--- src/rtl/ryuki_datatypes.sv ---
// Shared trace record types produced by the pipeline tracer and queued in trace_buffer.
package ryuki_datatypes;

  typedef struct packed {
    logic [31:0] time_start;
    logic [31:0] time_end;
    logic [31:0] pc;
  } stage_trace_t;

  typedef struct packed {
    logic [7:0]   tag;
    stage_trace_t if_data;
  } trace_output;

endpackage

--- src/rtl/trace_serialiser_pkg.sv ---
// Constants and FSM encoding for the trace record serialiser.
package trace_serialiser_pkg;

  localparam logic [7:0] TRACE_SYNC = 8'hA5;

  typedef enum logic [1:0] {
    IDLE     = 2'd0,
    HEADER   = 2'd1,
    PAYLOAD  = 2'd2,
    CHECKSUM = 2'd3
  } trace_ser_state_e;

endpackage

--- src/rtl/trace_serialiser.sv ---
// Pops trace_output records and streams them as {header, payload beats LSB first}.
// Define TRACE_SERIALISER_CHECKSUM_EN to append an XOR checksum word to each frame.
module trace_serialiser
  import ryuki_datatypes::*;
  import trace_serialiser_pkg::*;
#(
  parameter int WORD_W = 32
) (
  input  logic                            clk,
  input  logic                            rst,
  input  logic                            data_present,
  input  logic [$bits(trace_output)-1:0]  trace_element_in,
  output logic                            data_request,
  output logic [WORD_W-1:0]               tx_data,
  output logic                            tx_valid,
  input  logic                            tx_ready,
  output logic                            tx_last,
  output logic [15:0]                     frame_count
);

  localparam int TRACE_W = $bits(trace_output);
  localparam int NBEATS  = (TRACE_W + WORD_W - 1) / WORD_W;
  localparam int PAD_W   = NBEATS * WORD_W;
  localparam int BEAT_W  = (NBEATS > 1) ? $clog2(NBEATS) : 1;
`ifdef TRACE_SERIALISER_CHECKSUM_EN
  localparam int  HDR_CNT    = NBEATS + 1;
  localparam bit  LAST_IS_CS = 1'b1;
`else
  localparam int  HDR_CNT    = NBEATS;
  localparam bit  LAST_IS_CS = 1'b0;
`endif

  localparam logic [1:0] S_IDLE     = IDLE;
  localparam logic [1:0] S_HEADER   = HEADER;
  localparam logic [1:0] S_PAYLOAD  = PAYLOAD;
  localparam logic [1:0] S_CHECKSUM = CHECKSUM;
  localparam logic [BEAT_W-1:0] LAST_BEAT = BEAT_W'(NBEATS - 1);

  logic [1:0]                     r_state;
  logic [BEAT_W-1:0]              r_beat;
  logic [NBEATS-1:0][WORD_W-1:0]  r_hold;
  logic [7:0]                     r_seq;

  logic [WORD_W-1:0] w_hdr;
  logic [WORD_W-1:0] w_beat_nxt;
  logic [BEAT_W-1:0] w_beat_idx;
  logic              w_last_nxt;
  logic              w_accept;

  assign w_accept     = tx_valid && tx_ready;
  // Gated by rst so the strobe drops the instant reset asserts.
  assign data_request = !rst && (r_state == S_IDLE) && data_present;

  always_comb begin
    w_hdr        = '0;
    w_hdr[31:0]  = {TRACE_SYNC, r_seq, 16'(HDR_CNT)};
    w_beat_idx   = (r_state == S_PAYLOAD) ? r_beat + 1'b1 : '0;
    w_beat_nxt   = r_hold[w_beat_idx];
    w_last_nxt   = (w_beat_idx == LAST_BEAT) && !LAST_IS_CS;
  end

`ifdef TRACE_SERIALISER_CHECKSUM_EN
  logic [31:0]       r_csum;
  logic [WORD_W-1:0] w_csum_word;

  always_comb begin
    w_csum_word       = '0;
    w_csum_word[31:0] = r_csum ^ tx_data[31:0];
  end
`endif

  always_ff @(posedge clk or posedge rst) begin
    if (rst) begin
      r_state     <= S_IDLE;
      r_beat      <= '0;
      r_hold      <= '0;
      r_seq       <= '0;
      frame_count <= '0;
      tx_data     <= '0;
      tx_valid    <= 1'b0;
      tx_last     <= 1'b0;
`ifdef TRACE_SERIALISER_CHECKSUM_EN
      r_csum      <= '0;
`endif
    end else begin
      case (r_state)
        S_IDLE: begin
          if (data_present) begin
            r_hold   <= PAD_W'(trace_element_in);
            tx_data  <= w_hdr;
            tx_valid <= 1'b1;
            tx_last  <= 1'b0;
            r_state  <= S_HEADER;
`ifdef TRACE_SERIALISER_CHECKSUM_EN
            r_csum   <= '0;
`endif
          end
        end
        S_HEADER: begin
          if (w_accept) begin
            r_beat  <= '0;
            tx_data <= w_beat_nxt;
            tx_last <= w_last_nxt;
            r_state <= S_PAYLOAD;
          end
        end
        S_PAYLOAD: begin
          if (w_accept) begin
`ifdef TRACE_SERIALISER_CHECKSUM_EN
            r_csum <= r_csum ^ tx_data[31:0];
`endif
            if (r_beat == LAST_BEAT) begin
`ifdef TRACE_SERIALISER_CHECKSUM_EN
              tx_data <= w_csum_word;
              tx_last <= 1'b1;
              r_state <= S_CHECKSUM;
`else
              tx_data     <= '0;
              tx_valid    <= 1'b0;
              tx_last     <= 1'b0;
              r_seq       <= r_seq + 1'b1;
              frame_count <= frame_count + 1'b1;
              r_state     <= S_IDLE;
`endif
            end else begin
              r_beat  <= r_beat + 1'b1;
              tx_data <= w_beat_nxt;
              tx_last <= w_last_nxt;
            end
          end
        end
        S_CHECKSUM: begin
          if (w_accept) begin
            tx_data     <= '0;
            tx_valid    <= 1'b0;
            tx_last     <= 1'b0;
            r_seq       <= r_seq + 1'b1;
            frame_count <= frame_count + 1'b1;
            r_state     <= S_IDLE;
          end
        end
        default: r_state <= S_IDLE;
      endcase
    end
  end

endmodule

--- config.mk ---
export PLATFORM = sky130hd
export DESIGN_NAME = trace_serialiser
export DESIGN_NICKNAME = d
export VERILOG_FILES = /design/src/rtl/ryuki_datatypes.sv /design/src/rtl/trace_serialiser_pkg.sv /design/src/rtl/trace_serialiser.sv
export SDC_FILE = /design/constraint.sdc
export NUM_CORES = 1
export LEC_CHECK = 0
export CORE_ASPECT_RATIO = 1.5
export CORE_UTILIZATION = 45
export DETAILED_ROUTE_END_ITERATION = 10
export PLACE_DENSITY = 0.73
export SYNTH_ARGS = -nofsm -noshare
export SYNTH_HDL_FRONTEND = slang
export SYNTH_SLANG_ARGS = --single-unit
--- constraint.sdc ---
create_clock -name clk -period 5.28 [get_ports clk]
set_input_delay 0.528 -clock clk [delete_from_list [all_inputs] [get_ports clk]]
set_output_delay 0.528 -clock clk [all_outputs]
set_load 0.005 [all_outputs]
* Yosys cells after proc, flatten, opt, wreduce, memory -nomap -nowiden
Index checks and enable logic that the tools add are counted.
Cells by class: add/sub/neg operators 3, multiply operators 0, divide/modulo/power cells 0, order comparisons 1, eq/ne operators 11, shift operators 0, multiplexer cells 36, bitwise logic cells 0, reductions and logical operators 14
Operator list (count):
- 32-bit 2-to-1 mux | 6
- 32-bit one-hot mux with 4 select lines | 1
- 32-bit binary-select mux with 2-bit select | 1
- 16-bit 2-to-1 mux | 3
- 16-bit one-hot mux with 2 select lines | 1
- 8-bit 2-to-1 mux | 3
- 16-bit by 1-bit adder with 16-bit output, second input constant | 1
- 2-bit 2-to-1 mux | 8
- 8-bit one-hot mux with 2 select lines | 1
- 4-bit AND reduction | 3
- 2-bit inequality test, second input constant | 5
- 5-bit AND reduction | 2
- 8-bit by 1-bit adder with 8-bit output, second input constant | 1
- 2-bit equality test, second input constant | 4
- 1-bit 2-to-1 mux | 8
- 2-bit one-hot mux with 4 select lines | 1
- 1-bit one-hot mux with 4 select lines | 1
- 2-bit one-hot mux with 2 select lines | 1
- 2-bit nonzero test | 2
- 1-bit logical AND | 3
- 2-bit by 3-bit < comparator with 1-bit output, second input constant | 1
- 1-bit one-hot mux with 3 select lines | 1
- 3-bit nonzero test | 1
- 2-bit by 1-bit adder with 2-bit output, second input constant | 1
- other kinds (5) | 5
Storage, ports and cells: flip-flop bits (word level) 166, latch bits 0, memory bits (writable) 0, bits in read-only memories 0, bits of input ports 108, output and inout port bits 51, memories kept 0

* Longest topological paths before layout
word-level depth 7, mapped depth 8

* Least setup slack after synthesis
No wires, ideal clock.
kind register to output, start point register r_state[0], end point output port data_request, data arrival time 1393 ps, required time 4752 ps, setup slack 3359 ps, cell stages (with the launch flop) 7, buffers on the path 2, cell sequence dfrtp_1 inv_1 ha_1 nand2_1 buf_1 buf_2 nor2_1
On the way: word-level cells in the longest chain between the ends 3
RTL lines:
- start, declared | line trace_serialiser.sv:39 | logic [1:0] r_state;
- start signal, assigned | line trace_serialiser.sv:74 | r_state <= S_IDLE;
- start signal, assigned | line trace_serialiser.sv:93 | r_state <= S_HEADER;
- start signal, assigned | line trace_serialiser.sv:104 | r_state <= S_PAYLOAD;
- 2-bit logical NOT | line trace_serialiser.sv:52 | assign data_request = !rst && (r_state == S_IDLE) && data_present;
- 1-bit logical AND (2 in series) | line trace_serialiser.sv:52
- end, declared | line trace_serialiser.sv:13 | output logic data_request,
No other way between the ends.

* Worst setup path in the final report
start point register r_beat[0], end point register tx_data[10]
On the way: word-level cells in the longest chain between the ends 7
RTL lines:
- start, declared | line trace_serialiser.sv:40 | logic [BEAT_W-1:0] r_beat;
- start signal, assigned | line trace_serialiser.sv:126 | r_beat <= r_beat + 1'b1;
- 2-bit by 1-bit adder with 2-bit output | line trace_serialiser.sv:57 | w_beat_idx = (r_state == S_PAYLOAD) ? r_beat + 1'b1 : '0;
- 2-bit 2-to-1 mux | line trace_serialiser.sv:57
- 32-bit binary-select mux with 2-bit select | line trace_serialiser.sv:58 | w_beat_nxt = r_hold[w_beat_idx];
- 32-bit 2-to-1 mux (implied by the code) | line trace_serialiser.sv:58
- 32-bit 2-to-1 mux | line trace_serialiser.sv:112 | if (r_beat == LAST_BEAT) begin
- 32-bit 2-to-1 mux | line trace_serialiser.sv:108 | if (w_accept) begin
- 32-bit one-hot mux with 4 select lines (*) | line trace_serialiser.sv:86 | case (r_state)
- end signal, assigned | line trace_serialiser.sv:90 | tx_data <= w_hdr;
- end signal, assigned | line trace_serialiser.sv:102 | tx_data <= w_beat_nxt;
- end signal, assigned | line trace_serialiser.sv:127 | tx_data <= w_beat_nxt;
- end, declared | line trace_serialiser.sv:14 | output logic [WORD_W-1:0] tx_data,
Mark *: on every way between the ends. The rest lies on a longest branch, timed or not. The select of a mux whose other input is x is not followed. A chain may end at the register's enable or synchronous reset.

==> flow_summary.json <==
{
  "status": "completed",
  "worst_hold_path_type": "reg2reg",
  "finalCriticalPeriod_ps": 3340,
  "synthDistinctLibCells": 41,
  "viasPerCell": 5.63,
  "start_kind": "register",
  "wl_met3_um": 798,
  "die_x_um": 106,
  "final_cell_mix": "dfrtp_1, clkdlybuf4s50_1, mux2_2, nand2_1, a21oi_1",
  "syn_to_final_growth_pct": 31.9,
  "synth-seq-cells": 166,
  "drive_gt1_frac": 0.208,
  "dieArea_um2": 16800,
  "worstSetupPathType": "reg2reg",
  "postCtsHoldBufs": 0,
  "grt.overflow.total": 0,
  "io_pins": 159,
  "grt_pass1_wl_um": 29300,
  "final_common_cell": "dfrtp_1",
  "wl_met2_um": 10200,
  "timing.fmax_mhz": 300,
  "final_core_util": 0.612,
  "worst_slew_pin_slew_ps": 1100,
  "p_per_area_nw_per_um2": 570,
  "clockBufferDepth": 2,
  "drtIter0Drc": 240,
  "grt_pass1_vias": 5778,
  "cts_tree": "done",
  "critPathRequiredTime_ps": 5600,
  "ant_nets": 0,
  "syn_area_per_cell_um2": 12.4,
  "place_area_um2": 9060,
  "rsz0062_at_grt": "false",
  "cp-end-kind": "register",
  "gp_congestion": 0.842,
  "die_y_um": 158,
  "fin_crit_sh": 0.632,
  "ir_drop_v": 0.000276,
  "critPathArrivalTime_ps": 3660,
  "drv_cap": 0,
  "row_count": 56,
  "fin_tns_setup_ps": 0,
  "slew_violations": 0,
  "antenna_found_initial": 0,
  "clk_latency_ps": 420,
  "async_flop_share": 1.00,
  "finClkSkew_ps": 9.11,
  "track_usage": 0.229,
  "cp_max_fo": 27,
  "p_leak_nw": 4.02,
  "syn_inst": 588,
  "slew_headroom": 0.268,
  "ctsRootBufferMaster": "clkbuf_16",
  "setup_viol": 0,
  "port_buffers": 158,
  "start_util": 0.464,
  "hold_viol": 0,
  "total_power_mw": 5.50,
  "syn_area_um2": 7320,
  "cts_buffers": 17,
  "synth_edf_count": 0,
  "fin_nets": 852,
  "synth.yosys.warnings": 0,
  "htreeDepth": 4,
  "routed_wl_um": 18300,
  "route.detailed.drc": 0,
  "path_clk_slew_ps": 60,
  "grt_max_degree": 84,
  "core_area_um2": 15800,
  "final_area_um2": 9650,
  "antenna_cells": 0,
  "post_drt_wl_per_cell_um": 19.3,
  "topRoutingLayerUsed": "met4",
  "wl_met1_um": 6990,
  "ys_seq_area_frac": 0.568,
  "cts_sinks": 166,
  "dp_hpwl_um": 13000,
  "drt_pre_antenna_iters": 5,
  "via_count": 5355,
  "post_cts_buffers": 0,
  "ctsResizeCount": 0,
  "ys.flop_type": "dfrtp_1",
  "synth_fp_nets": 704
}
==> kinds of logic (layout without fill, tap and decap cells) <==
family / Yosys count / in the layout / synth area share
DFF: 166 / 166 / 0.568
AOI/OAI and AO/OA: 124 / 124 / 0.115
muxes: 117 / 117 / 0.179
and+or+nand+nor: 110 / 110 / 0.0754
buffers and inverters: 41 / 202 / 0.0234
xor gates and xnor gates: 22 / 22 / 0.0263
adders and majority gates: 8 / 8 / 0.0137
==> Yosys cell counts, drive strengths merged, types with 3 or more instances <==
master / instances / area (um2)
dfrtp: 166 / 4150
mux2: 107 / 1200
nand2: 40 / 150
a21oi: 25 / 125
o21ai: 25 / 125
a22oi: 21 / 158
buf: 21 / 95.1
nor2: 20 / 77.6
xnor2: 16 / 140
clkbuf: 14 / 53.8
a22o: 13 / 114
a32oi: 12 / 105
nand3: 11 / 55.1
nor3: 11 / 55.1
mux2i: 10 / 104
ha: 8 / 100
nor2b: 7 / 43.8
o22ai: 7 / 43.8
inv: 6 / 22.5
nand4: 6 / 37.5
xor2: 6 / 52.6
a21o: 4 / 30.0
a31o: 4 / 35.0
a31oi: 4 / 25.0
o22a: 4 / 35.0
and3: 3 / 18.8
and4: 3 / 26.3
nor4: 3 / 48.8
==> routing by layer <==
metal	track usage	vias up
li1	-	2440
met1	0.260	2689
met2	0.429	192
met3	0.0391	34
met4	0.0787	0
met5	0	-
==> metrics by stage <==
step	std cells	hold slack (ps)	worst slack, ps
finish	952	481	1940
global route	952	492	1730
CTS	952	478	1950
detailed placement	920	469	1990
global placement	920	461	2160
floorplan	588	446	262
==> power by group <==
| part | internal, mW | switching [mW] | leakage (nW) |
|---|---|---|---|
| sequential | 1.83 | 0.404 | 2.03 |
| clock | 0.721 | 0.490 | 0.286 |
| combinational | 1.09 | 0.972 | 1.70 |
==> path summary, 6_finish.rpt <==
| kind | from | endpoint | slack, ps | depth (start not counted) |
|---|---|---|---|---|
| max reg2reg | r_beat[0] | tx_data[10] | 1940 | 5 |
| min in group asynchronous | rst | r_hold[101] | 630 | 2 |
| min reg2reg | frame_count[15] | frame_count[15] | 480 | 1 |
| max | r_beat[0] | tx_data[10] | 1940 | 5 |
| min | frame_count[15] | frame_count[15] | 480 | 1 |
| max in group asynchronous | rst | r_hold[78] | 3500 | 3 |
==> state kept, by name, indices dropped and copies added (netlist names) <==
name         flops
frame_count     16
r_beat           2
r_hold         104
r_seq            8
r_state          2
tx_data         32
tx_last          1
tx_valid         1
==> layout make-up <==
cell class / instances / area (um2)
Fill cell: 1251 / 6120
Sequential cell: 166 / 4150
Multi-Input combinational cell: 381 / 3000
Timing Repair Buffer: 164 / 1630
Clock buffer: 20 / 457
Tap cell: 203 / 254
Clock inverter: 12 / 126
Inverter: 6 / 27.5
==> critical path: stages (launching register included) <==
cell	delay (ps)
dfrtp_1	1050
ha_1	690
nor2_1	930
a22o_1	280
a22oi_1	90
o21ai_0	210
(Power assumes the default switching activity.)
